<file path="config.mk">
export PLATFORM = sky130hd
export DESIGN_NAME = btle_phy_sequencer
export DESIGN_NICKNAME = d
export VERILOG_FILES = /design/src/rtl/btle_phy_sequencer.sv
export SDC_FILE = /design/constraint.sdc
export NUM_CORES = 1
export LEC_CHECK = 0
export ABC_CLOCK_PERIOD_IN_PS = 3870
export CORE_MARGIN = 10
export CORE_UTILIZATION = 53
export CTS_CLUSTER_DIAMETER = 150
export DETAILED_ROUTE_END_ITERATION = 10
export PLACE_DENSITY = 0.8
export SYNTH_ARGS = -nofsm -noshare
export SYNTH_HDL_FRONTEND = slang
export SYNTH_SLANG_ARGS = --single-unit
</file>
<file path="constraint.sdc">
create_clock -name clk -period 3.87 [get_ports clk]
set_input_delay 0.5805 -clock clk [delete_from_list [all_inputs] [get_ports clk]]
set_output_delay 0.5805 -clock clk [all_outputs]
set_load 0.03 [all_outputs]
</file>
<file path="src/rtl/btle_phy_sequencer.sv">
// Half-duplex sequencer driving btle_tx/btle_rx as one PHY: channel load, TX, IFS turnaround, gated RX window with timeout, retries and CRC stats.
// All outputs registered (one-cycle latency from inputs) except the combinational RX strobe gate; start is accepted only in IDLE.
module btle_phy_sequencer #(
  parameter int CHANNEL_NUMBER_BIT_WIDTH = 6,
  parameter int IFS_W                    = 12,
  parameter int TIMEOUT_W                = 16,
  parameter int RETRY_W                  = 3,
  parameter int CNT_W                    = 16
) (
  input  logic                                clk,
  input  logic                                rst,
  input  logic [1:0]                          cfg_mode,
  input  logic [CHANNEL_NUMBER_BIT_WIDTH-1:0] cfg_channel,
  input  logic [IFS_W-1:0]                    cfg_ifs_cycles,
  input  logic [TIMEOUT_W-1:0]                cfg_rx_timeout,
  input  logic [RETRY_W-1:0]                  cfg_max_retry,
  input  logic                                start,
  input  logic                                abort,
  output logic [CHANNEL_NUMBER_BIT_WIDTH-1:0] tx_channel_number,
  output logic                                tx_channel_number_load,
  output logic                                tx_start,
  input  logic                                tx_last,
  output logic [CHANNEL_NUMBER_BIT_WIDTH-1:0] rx_channel_number,
  input  logic                                rx_iq_valid_in,
  output logic                                rx_iq_valid_out,
  input  logic                                rx_hit_flag,
  input  logic                                rx_decode_end,
  input  logic                                rx_crc_ok,
  output logic                                busy,
  output logic [2:0]                          state,
  output logic                                done,
  output logic [1:0]                          status,
  output logic [RETRY_W-1:0]                  retry_cnt,
  output logic [CNT_W-1:0]                    crc_ok_cnt,
  output logic [CNT_W-1:0]                    crc_fail_cnt
);

  localparam logic [2:0] S_IDLE    = 3'd0;
  localparam logic [2:0] S_CH_LOAD = 3'd1;
  localparam logic [2:0] S_TX_RUN  = 3'd2;
  localparam logic [2:0] S_IFS     = 3'd3;
  localparam logic [2:0] S_RX_WAIT = 3'd4;
  localparam logic [2:0] S_RX_RUN  = 3'd5;
  localparam logic [2:0] S_DONE    = 3'd6;

  localparam logic [1:0] M_TX_ONLY    = 2'd0;
  localparam logic [1:0] M_RX_ONLY    = 2'd1;
  localparam logic [1:0] M_TX_THEN_RX = 2'd2;
  localparam logic [1:0] M_RX_THEN_TX = 2'd3;

  localparam logic [1:0] ST_OK       = 2'd0;
  localparam logic [1:0] ST_TIMEOUT  = 2'd1;
  localparam logic [1:0] ST_CRC_FAIL = 2'd2;
  localparam logic [1:0] ST_ABORTED  = 2'd3;

  localparam logic [IFS_W:0]     IFS_ONE   = (IFS_W+1)'(1);
  localparam logic [TIMEOUT_W:0] TO_ONE    = (TIMEOUT_W+1)'(1);
  localparam logic [RETRY_W-1:0] RETRY_ONE = RETRY_W'(1);
  localparam logic [CNT_W-1:0]   CNT_ONE   = CNT_W'(1);

  logic [2:0]                          r_state;
  logic [2:0]                          w_next_state;
  logic [1:0]                          r_mode;
  logic [IFS_W-1:0]                    r_ifs;
  logic [TIMEOUT_W-1:0]                r_timeout;
  logic [RETRY_W-1:0]                  r_max_retry;
  logic [RETRY_W-1:0]                  r_retry_cnt;
  logic                                r_retry_pend;
  logic [IFS_W-1:0]                    r_ifs_cnt;
  logic [TIMEOUT_W-1:0]                r_to_cnt;
  logic                                r_gate;
  logic                                r_load;
  logic                                r_tx_start;
  logic                                r_done;
  logic                                r_busy;
  logic [1:0]                          r_status;
  logic [CNT_W-1:0]                    r_ok_cnt;
  logic [CNT_W-1:0]                    r_fail_cnt;
  logic [CHANNEL_NUMBER_BIT_WIDTH-1:0] r_tx_ch;
  logic [CHANNEL_NUMBER_BIT_WIDTH-1:0] r_rx_ch;

  logic       w_ifs_exp;
  logic       w_to_exp;
  logic       w_abort;
  logic       w_fail;
  logic [1:0] w_cause;
  logic [1:0] w_done_status;
  logic       w_ok_inc;
  logic       w_fail_inc;
  logic       w_retry_take;

  // Both counters run from 0, so "count+1 >= limit" gives max(limit,1) cycles.
  assign w_ifs_exp = ({1'b0, r_ifs_cnt} + IFS_ONE) >= {1'b0, r_ifs};
  assign w_to_exp  = ({1'b0, r_to_cnt} + TO_ONE) >= {1'b0, r_timeout};
  assign w_abort   = abort && (r_state != S_IDLE) && (r_state != S_DONE);

  always_ff @(posedge clk or negedge rst) begin
    if (!rst) begin
      r_state <= S_IDLE;
    end else begin
      r_state <= w_next_state;
    end
  end

  always_comb begin
    w_next_state  = r_state;
    w_fail        = 1'b0;
    w_cause       = ST_OK;
    w_done_status = ST_OK;
    w_ok_inc      = 1'b0;
    w_fail_inc    = 1'b0;
    w_retry_take  = 1'b0;
    case (r_state)
      S_IDLE: begin
        if (start) w_next_state = S_CH_LOAD;
      end
      S_CH_LOAD: begin
        w_next_state = ((r_mode == M_TX_ONLY) || (r_mode == M_TX_THEN_RX)) ? S_TX_RUN : S_RX_WAIT;
      end
      S_TX_RUN: begin
        if (tx_last) w_next_state = (r_mode == M_TX_THEN_RX) ? S_IFS : S_DONE;
      end
      S_IFS: begin
        if (w_ifs_exp) begin
          if (r_retry_pend) w_next_state = (r_mode == M_TX_THEN_RX) ? S_TX_RUN : S_RX_WAIT;
          else              w_next_state = (r_mode == M_TX_THEN_RX) ? S_RX_WAIT : S_TX_RUN;
        end
      end
      S_RX_WAIT: begin
        if (rx_hit_flag) begin
          w_next_state = S_RX_RUN;
        end else if (w_to_exp) begin
          w_fail  = 1'b1;
          w_cause = ST_TIMEOUT;
        end
      end
      S_RX_RUN: begin
        if (rx_decode_end) begin
          if (rx_crc_ok) begin
            w_ok_inc     = 1'b1;
            w_next_state = (r_mode == M_RX_THEN_TX) ? S_IFS : S_DONE;
          end else begin
            w_fail_inc = 1'b1;
            w_fail     = 1'b1;
            w_cause    = ST_CRC_FAIL;
          end
        end
      end
      S_DONE:  w_next_state = S_IDLE;
      default: w_next_state = S_IDLE;
    endcase
    if (w_fail) begin
      if (r_retry_cnt < r_max_retry) begin
        w_next_state = S_IFS;
        w_retry_take = 1'b1;
      end else begin
        w_next_state  = S_DONE;
        w_done_status = w_cause;
      end
    end
    // Abort overrides every same-cycle event, including statistics updates.
    if (w_abort) begin
      w_next_state  = S_DONE;
      w_done_status = ST_ABORTED;
      w_ok_inc      = 1'b0;
      w_fail_inc    = 1'b0;
      w_retry_take  = 1'b0;
    end
  end

  always_ff @(posedge clk or negedge rst) begin
    if (!rst) begin
      r_mode       <= '0;
      r_ifs        <= '0;
      r_timeout    <= '0;
      r_max_retry  <= '0;
      r_retry_cnt  <= '0;
      r_retry_pend <= 1'b0;
      r_ifs_cnt    <= '0;
      r_to_cnt     <= '0;
      r_gate       <= 1'b0;
      r_load       <= 1'b0;
      r_tx_start   <= 1'b0;
      r_done       <= 1'b0;
      r_busy       <= 1'b0;
      r_status     <= ST_OK;
      r_ok_cnt     <= '0;
      r_fail_cnt   <= '0;
      r_tx_ch      <= '0;
      r_rx_ch      <= '0;
    end else begin
      r_load     <= (r_state == S_IDLE) && (w_next_state == S_CH_LOAD);
      r_tx_start <= (w_next_state == S_TX_RUN) && (r_state != S_TX_RUN);
      r_done     <= (w_next_state == S_DONE);
      r_busy     <= (w_next_state != S_IDLE);
      r_gate     <= (w_next_state == S_RX_WAIT) || (w_next_state == S_RX_RUN);
      r_ifs_cnt  <= ((r_state == S_IFS) && (w_next_state == S_IFS)) ? r_ifs_cnt + IFS_W'(1) : '0;
      r_to_cnt   <= ((r_state == S_RX_WAIT) && (w_next_state == S_RX_WAIT)) ? r_to_cnt + TIMEOUT_W'(1) : '0;
      if ((r_state == S_IDLE) && start) begin
        r_mode       <= cfg_mode;
        r_ifs        <= cfg_ifs_cycles;
        r_timeout    <= cfg_rx_timeout;
        r_max_retry  <= cfg_max_retry;
        r_retry_cnt  <= '0;
        r_retry_pend <= 1'b0;
        r_tx_ch      <= cfg_channel;
        r_rx_ch      <= cfg_channel;
      end
      if (w_retry_take) begin
        r_retry_cnt  <= r_retry_cnt + RETRY_ONE;
        r_retry_pend <= 1'b1;
      end else if ((r_state == S_IFS) && (w_next_state != S_IFS)) begin
        r_retry_pend <= 1'b0;
      end
      if ((w_next_state == S_DONE) && (r_state != S_DONE)) r_status <= w_done_status;
      if (w_ok_inc && (r_ok_cnt != '1))     r_ok_cnt   <= r_ok_cnt + CNT_ONE;
      if (w_fail_inc && (r_fail_cnt != '1)) r_fail_cnt <= r_fail_cnt + CNT_ONE;
    end
  end

  assign tx_channel_number      = r_tx_ch;
  assign rx_channel_number      = r_rx_ch;
  assign tx_channel_number_load = r_load;
  assign tx_start               = r_tx_start;
  assign rx_iq_valid_out        = rx_iq_valid_in & r_gate;
  assign busy                   = r_busy;
  assign state                  = r_state;
  assign done                   = r_done;
  assign status                 = r_status;
  assign retry_cnt              = r_retry_cnt;
  assign crc_ok_cnt             = r_ok_cnt;
  assign crc_fail_cnt           = r_fail_cnt;

endmodule

</file>
After elaboration in Yosys (flattened, before gate mapping). Index checks and enable logic that the tools add are counted.

Flip-flop bits (word level): 113. Output and inout bits: 57. Word-level logic and storage cells: 111.

Add/subtract/negate cells: 7. Magnitude comparators: 3. Equality and inequality tests: 18. Multiplexer cells: 45. Bitwise logic cells: 1. Reductions and logical operators: 19.

Operators by type and width (count): $mux W3 (17); $add A16 B1 Y16 const B (3); $ne A16 B16 Y1 const B (2); $mux W1 (18); $pmux W3 S6 (1); $add A16 B1 Y17 const B (1); $ge A17 B16 Y1 (1); $mux W16 (1); $eq A3 B3 Y1 const B (5); $add A12 B1 Y13 const B (1); $ge A13 B12 Y1 (1); $add A12 B1 Y12 const B (1); $eq A3 B2 Y1 const B (4); $mux W12 (1); $logic_and A1 B1 Y1 (11); $mux W2 (5); $reduce_bool A3 Y1 (3); $eq A3 B1 Y1 const B (2); $ne A3 B2 Y1 const B (2); $eq A2 B2 Y1 const B (2); $pmux W2 S2 (1); $add A3 B1 Y3 const B (1); $logic_not A3 Y1 (1); $lt A3 B3 Y1 (1); 6 further kinds (7).

Longest topological paths before layout. Gate-level depths: netlist of run 1.

Depth in word-level cells: 11. Gate-level depth with buffers: 15.

Worst setup path before layout of run 1. Ideal clock, no wire load.

Kind: flip-flop to flip-flop. Start point: register r_ifs_cnt[2]. End point: register r_to_cnt[10]. Library setup time: 83 ps. Arrival: 3239 ps. Data required time: 3787 ps. Slack: 549 ps. Stages on the path, launching flop included: 14. Buffers on the path: 1. Period minus slack after synthesis: 3321 ps. Cells stage by stage: dfrtp_1 > nand3_1 > or3_1 > nor2_1 > xnor2_1 > ha_1 > nand3_1 > or3_1 > a31oi_4 > o21ai_1 > a211o_1 > a211o_4 > buf_6 > nor3b_2.

Longest elaborated chain between the ends: 9.

Ends and longest elaborated chain: start, declared (RTL line 69) `logic [IFS_W-1:0] r_ifs_cnt;`; start signal, assigned (RTL line 197) `r_ifs_cnt <= ((r_state == S_IFS) && (w_next_state == S_IFS)) ? r_ifs_cnt + IFS_W'(1) : '0;`; $add A12 B1 Y13 (RTL line 93) `assign w_ifs_exp = ({1'b0, r_ifs_cnt} + IFS_ONE) >= {1'b0, r_ifs};`; $ge A13 B12 Y1 (RTL line 93); $mux W3 (RTL line 124) `if (w_ifs_exp) begin`; $pmux W3 S6 (RTL line 113) `case (r_state)`; $mux W3 (RTL line 152) `if (w_fail) begin`; $mux W3 (RTL line 162) `if (w_abort) begin`; $eq A3 B3 Y1 (RTL line 198) `r_to_cnt <= ((r_state == S_RX_WAIT) && (w_next_state == S_RX_WAIT)) ? r_to_cnt + TIMEOUT_W'(1) : '0;`; $logic_and A1 B1 Y1 (RTL line 198); $mux W16 (RTL line 198); end signal, assigned (RTL line 198); end, declared (RTL line 70) `logic [TIMEOUT_W-1:0] r_to_cnt;`.

Every way passes these cells. A chain may end at the register's enable or synchronous reset.

Worst setup path after layout of run 1.
Start point: register r_ifs_cnt[0]. End point: register r_to_cnt[4].

Same word-level chain as after synthesis.

==> qor.yml, run 1 <==
placement:
  portBuffers: 104
  dp_hpwl_um: 10590
  gp_congestion: 0.8660
power_and_ir_drop:
  power_leakage_nw: 3.500
  p_comb_share_pct: 33.4
  ir_worst_vdd_mv: 0.3390
  seqPwrFrac_pct: 33.2
  clkPwrFrac_pct: 33.4
  switching_power_w: 0.001672
  p_sw_share_pct: 34.86
  p_int_w: 0.003124
  p_per_area_nw_per_um2: 618.7
synth:
  synth_edf_count: 0
  synth_area_per_cell_um2: 9.916
  async_reset_ff_share_pct: 100.0
  synth_area_leaders: "dfrtp_1 47%, ha_1 7.3%, nand2_1 5.6%"
  synthDistinctLibCells: 63
  seq_area_frac_synth_pct: 47.29
  syn_inst: 603
  ys_warn_count: 0
  synth_top_area_share_pct: 47.29
  synth_area_leader_cell: "dfrtp_1"
  ys.flop_type: "dfrtp_1"
  synth-seq-cells: 113
  synth_area_um2: 5979
  syn-num-nets: 686
worst_setup_path:
  crit_arrival_ns: 3.99
  cp-start-kind: "register"
  crit_chain: "nand3_1, or3_1, nor2_1, xnor2_1, ha_1, nand3_1, or3_1, a31oi_4, o211ai_1, a211o_2, a211o_2, nor3b_1"
  path_class: "register to register"
  crit_buf_inv: 0
  end_kind: "register"
  worstPathMaxFanout: 8
  worst-endpoint-required_ns: 4.19
  r2r_setup_slack_ns: 0.19
  critical_path.top_delay_family: "simple AND/OR/NAND/NOR gates"
  max_stage_delay_ns: 0.46
  slowest_stage: "or3_1"
grt:
  grt_pass1_wl_um: 24310
  antenna_found_initial: 0
  grt_max_degree: 58
  grt_use_total_pct: 18.52
  grt-ovfl-total: 0
  grt_pass1_vias: 4875
die:
  initial_core_util_pct: 54.68
  die_h_um: 126.2
  dieArea_um2: 15930
  num_io_pins: 105
  core_um2: 10940
  core.rowCount: 38
  die_w_um: 126.2
clock_tree:
  cts_max_path_buffers: 2
  cts_sinks: 113
  clk_pin_slew_ns: 0.05
  htreeDepth: 4
  cts_buffers: 17
  clk_latency_ns: 0.42
  cts_tree: "done"
  clock-root-buffer: "clkbuf_16"
finish:
  seqCellArea_um2: 2829
  final_cell_mix: "112 x dfrtp_1, 103 x clkdlybuf4s50_1, 90 x nand2_1"
  final_common_cell: "dfrtp_1"
  fin_util_pct: 70.88
  nFillCells: 824
  multi_input_area_um2: 2882
  antenna_cells: 0
  area_delta_synth_final_pct: 29.63
  layout-drive-gt1-share_pct: 9.116
  num-nets-final: 794
timing:
  finClkSkew_ns: 0.008043
  slew_violations: 0
  rsz0062_at_grt: "false"
  finalCritPeriodShare_pct: 94.98
  tightestPinTransition_ns: 0.9581
  fmax_mhz: 272.0
  slew_headroom_pct: 36.13
  setup_viol: 0
  hold_violations: 0
  fin_tns_setup_ns: 0
  min_period_ns: 3.676
drt:
  dr.pass1.iters: 5
  antenna_left: 0
  routed_wl_um: 14910
  vias_per_cell: 5.534
  via_count: 4781
  drt_iter0_drc: 338
  post_drt_wl_per_cell_um: 17.26
  drc_errors: 0
flow_run:
  drv_cap: 0
status:
  outcome: "finished clean"
worst_hold_path:
  min-delay-path-class: "primary input to asynchronous set/reset pin"
==> repair_timing <==
item                                    CTS  global route
endpoints found under the setup margin    0            16
buffers inserted                          0             1
hold buffers                              0             0
gates resized for setup                   0             2
==> power groups by stage <==
stage	Clock [W]	Combinational (W)	Sequential (W)
6_report	0.00160	0.00160	0.00159
3_3_place_gp	0	0.00149	0.00160
5_1_grt	0.00168	0.00175	0.00162
2_1_floorplan	0	0.000951	0.00170
3_5_place_dp	0	0.00154	0.00161
4_1_cts	0.00162	0.00156	0.00159
==> flip-flops by register name (all words and copies together), names as in the netlist <==
name                    count
busy                        1
tx_channel_number           6
r_to_cnt                   16
state                       3
r_ifs_cnt                  12
tx_channel_number_load      1
status                      2
crc_fail_cnt               16
r_mode                      2
done                        1
r_retry_pend                1
r_gate                      1
r_timeout                  16
retry_cnt                   3
r_max_retry                 3
crc_ok_cnt                 16
r_ifs                      12
tx_start                    1
==> logic make-up (layout without fill, tap and decap cells) <==
kind of cell,after synthesis,count (layout),share of synthesized area [%]
compound gates,95,96,10.92
xor+xnor,55,55,8.056
mux,2,2,0.3766
simple gates,237,237,21.32
fa+ha+maj,35,35,7.324
buf+inv,66,186,4.708
flops,113,113,47.29
==> final timing paths <==
check	depth (start not counted)	end	start
worst min-delay path	1	crc_fail_cnt[11]$_DFFE_PN0P_	rst
worst max-delay path	12	r_to_cnt[4]$_DFF_PN0_	r_ifs_cnt[0]$_DFF_PN0_
worst min register to register	1	crc_ok_cnt[3]$_DFFE_PN0P_	crc_ok_cnt[3]$_DFFE_PN0P_
worst max register to register	12	r_to_cnt[4]$_DFF_PN0_	r_ifs_cnt[0]$_DFF_PN0_
max in group asynchronous	2	r_to_cnt[0]$_DFF_PN0_	rst
min in group clk	1	crc_ok_cnt[3]$_DFFE_PN0P_	crc_ok_cnt[3]$_DFFE_PN0P_
==> metrics by stage <==
| stage | setup slack, ns | instance area (µm²) | total power (W) | std cells | hold WS [ns] |
|---|---|---|---|---|---|
| after floorplan | 0.5486 | 5979 | 0.002647 | 603 | 0.2849 |
| after global placement | 0.3584 | 7114 | 0.003089 | 830 | 0.4715 |
| after detailed placement | 0.1639 | 7114 | 0.003147 | 830 | 0.4678 |
| after CTS | 0.1411 | 7731 | 0.004776 | 862 | 0.2438 |
| after global routing | 0.0005680 | 7751 | 0.005050 | 864 | 0.2825 |
| final | 0.1942 | 7751 | 0.004796 | 864 | 0.2291 |
==> worst reg2reg max path, stage by stage (launching register included) <==
cell and delay, ns:
dfrtp_1 0.41, nand3_1 0.16, or3_1 0.43, nor2_1 0.15
xnor2_1 0.10, ha_1 0.32, nand3_1 0.16, or3_1 0.46
a31oi_4 0.21, o211ai_1 0.13, a211o_2 0.39, a211o_2 0.45
nor3b_1 0.21
==> cell type report <==
type	instances	share of cell area (%)
well taps	140	2.260
inverters	44	2.131
repair buffers	110	13.98
clock buffers	23	6.295
flip-flops and latches	113	36.50
multi-input cells	425	37.18
clock inverters	9	1.663
==> synthesized netlist by cell type, drive strengths merged, types with 12 or more instances <==
library cell,count
dfrtp,113
nand2,90
inv,44
o21ai,39
ha,35
xnor2,32
nor2,30
xor2,23
nand3,22
nand4,16
nor3b,15
buf,14
nor2b,14
a21oi,12
==> metal layers <==
layer	global-route usage, %	share of wire, %	vias to the layer above
li1	-	-	2305
met1	21.39	41	2306
met2	32.00	52	138
met3	4.866	5.0	32
met4	7.301	2.2	0
met5	0	0	-
Note: power is estimated with default switching activity, not from simulation.
==> run 2: changes to the inputs <==
Settings changed: ABC_CLOCK_PERIOD_IN_PS 3870 to 4400, CORE_UTILIZATION 53 to 57, PLACE_DENSITY 0.8 to 0.85.
Clock period 3.87 ns to 4.4 ns, I/O delays scaled along.
==> run 2 against run 1 <==
  * Fmax shrank 3.2%
  * Power down 17%
  * Non-clock buffer count is 2 lower
  * Utilization rose by 3.4 points
  * Clock skew grew 0.0041 ns
  * Worst hold slack better by 0.24 ns
  * Global-route usage rose by 1.9 points
  * Critical path type unchanged
  * Clock power fell by 25%
  * Register-to-register slack improved by 0.41 ns
  * Sequential power is 11% lower
  * Critical path depth did not move
==> qor.yml, run 2 (synthesis results as in run 1) <==
drt:
  dr.pass1.iters: 7  # +2
  drc_errors: 0  # unchanged
  via_count: 4806  # +0.52%
  antenna_left: 0  # unchanged
  vias_per_cell: 5.608  # +1.3%
  drt_iter0_drc: 357  # +5.6%
  routed_wl_um: 14940  # +0.21%
  post_drt_wl_per_cell_um: 17.44  # +1.0%
timing:
  min_period_ns: 3.799  # +0.1234 ns
  hold_violations: 0  # unchanged
  rsz0062_at_grt: "false"
  finalCritPeriodShare_pct: 86.35  # -8.6 points
  finClkSkew_ns: 0.01213  # +0.004083 ns
  fin_tns_setup_ns: 0  # unchanged
  setup_viol: 0  # unchanged
  slew_headroom_pct: 34.03  # -2.1 points
  fmax_mhz: 263.2  # -3.2%
  slew_violations: 0  # unchanged
  tightestPinTransition_ns: 0.9881  # +0.03008 ns
worst_setup_path:
  crit_buf_inv: 1  # +1
  worstReg2RegStart: "r_to_cnt[0]$_DFF_PN0_"
  crit_arrival_ns: 4.22  # +0.23 ns
  worst-endpoint-required_ns: 4.82  # +0.63 ns
  path_class: "register to register"
  cp-start-kind: "register"
  r2r_end: "r_to_cnt[5]$_DFF_PN0_"
  worstPathMaxFanout: 16  # +8
  slowest_stage: "nor4_4"
  r2r_setup_slack_ns: 0.60  # +0.41 ns
  end_kind: "register"
  crit_chain: "ha_1, and3_1, and4_1, xor2_1, ha_1, and4_1, a41oi_1, a31oi_1, nor4_4, inv_2, a211o_4, nor3b_1"
  max_stage_delay_ns: 0.47  # about the same
  r2r.worst_path.cells: 12  # unchanged
  critical_path.top_delay_family: "simple AND/OR/NAND/NOR gates"
worst_hold_path:
  min-delay-path-class: "primary input to asynchronous set/reset pin"
power_and_ir_drop:
  p_sw_share_pct: 37.94  # +3.1 points
  seqPwrFrac_pct: 35.4  # +2.2 points
  ir_worst_vdd_mv: 0.4168  # +23%
  clkPwrFrac_pct: 30.2  # -3.2 points
  p_int_w: 0.002471  # -21%
  p_comb_share_pct: 34.4  # +1.0 points
  power_leakage_nw: 3.432  # -1.9%
  p_per_area_nw_per_um2: 521.9  # -16%
  switching_power_w: 0.001511  # -9.6%
flow_run:
  drv_cap: 0  # unchanged
grt:
  antenna_found_initial: 0  # unchanged
  grt-ovfl-total: 0  # unchanged
  grt_pass1_vias: 4902  # +0.55%
  grt_use_total_pct: 20.40  # +1.9 points
  grt_pass1_wl_um: 24310  # unchanged
  grt_max_degree: 70  # +21%
placement:
  gp_congestion: 0.8920  # +3.0%
  placed_cell_area_um2: 7094  # -0.28%
  dp_hpwl_um: 10760  # +1.7%
  portBuffers: 104  # unchanged
finish:
  area_delta_synth_final_pct: 27.62
  final_cell_mix: "113 x dfrtp_1, 103 x clkdlybuf4s50_1, 90 x nand2_1"
  final_cell_area_um2: 7631  # -1.5%
  antenna_cells: 0  # unchanged
  final_common_cell: "dfrtp_1"
  num-nets-final: 791  # -0.38%
  layout-drive-gt1-share_pct: 8.599  # -0.52 points
clock_tree:
  cts_sinks: 113  # unchanged
  cts_buffers: 17  # unchanged
  cts_resized: 0  # unchanged
  cts_max_path_buffers: 2  # unchanged
  clock-root-buffer: "clkbuf_8"
  clk_latency_ns: 0.53  # +0.11 ns
  clk_pin_slew_ns: 0.06  # about the same
  cts_tree: "done"
  htreeDepth: 4  # unchanged
die:
  core.rowCount: 37  # -2.6%
  num_io_pins: 105  # unchanged
  initial_core_util_pct: 58.18  # +3.5 points
  core_um2: 10280  # -6.0%
  die_w_um: 122.4  # -3.0%
  die_h_um: 122.4  # -3.0%
  dieArea_um2: 14990  # -5.9%
status:
  outcome: "finished clean"
[run 2: layer usage]
layer,vias up,wire [µm],global-route usage (%)
li1,2304,-,-
met1,2331,6019,23.00
met2,146,7626,34.66
met3,25,924,7.025
met4,0,371,8.542
met5,-,0,0
[run 2: repair_timing]
action	4_1_cts	5_1_grt
endpoints found under the hold margin	1	0
hold buffers	1	0
setup buffers	0	0
[run 2: layout make-up]
class,count,area [µm²]
clock buffer,17,414.1
clock inverter,15,112.6
fill,701,2646
inverter,44,165.2
multi-input combinational,424,2870
sequential,113,2828
tap,136,170.2
timing repair buffer,108,1071
[run 2: power by group through the flow]
stage               Clock, W  Combinational (W)  Sequential (W)
finish               0.00120            0.00137         0.00141
global route         0.00128            0.00150         0.00144
CTS                  0.00122            0.00137         0.00141
detailed placement         0            0.00135         0.00142
global placement           0            0.00130         0.00141
floorplan                  0           0.000837         0.00149
[run 2: metrics by stage]
stage | utilization [%] | std cells | hold slack (ns) | total power (W) | setup slack, ns
2_1_floorplan | - | 603 | 0.3644 | 0.002328 | 1.079
3_3_place_gp | 69.03 | 824 | 0.4500 | 0.002709 | 0.7840
3_5_place_dp | 69.03 | 824 | 0.4518 | 0.002773 | 0.6625
4_1_cts | 74.25 | 857 | 0.4384 | 0.004003 | 0.6246
5_1_grt | 74.25 | 857 | 0.4559 | 0.004213 | 0.2831
6_report | 74.25 | 857 | 0.4643 | 0.003982 | 0.6008
[run 2: how the worst max path moves through the flow]
stage / startpoint / slack, ns / endpoint / cells after the start
5_1_grt: r_to_cnt[2]$_DFF_PN0_ / 0.28 / r_ifs_cnt[4]$_DFF_PN0_ / 12
4_1_cts: r_to_cnt[0]$_DFF_PN0_ / 0.62 / r_to_cnt[5]$_DFF_PN0_ / 12
2_1_floorplan: r_ifs_cnt[2]$_DFF_PN0_ / 1.08 / r_to_cnt[10]$_DFF_PN0_ / 13
3_5_place_dp: r_to_cnt[0]$_DFF_PN0_ / 0.66 / r_to_cnt[15]$_DFF_PN0_ / 12
6_report: r_to_cnt[0]$_DFF_PN0_ / 0.60 / r_to_cnt[5]$_DFF_PN0_ / 12
3_3_place_gp: r_ifs_cnt[0]$_DFF_PN0_ / 0.78 / r_to_cnt[15]$_DFF_PN0_ / 12
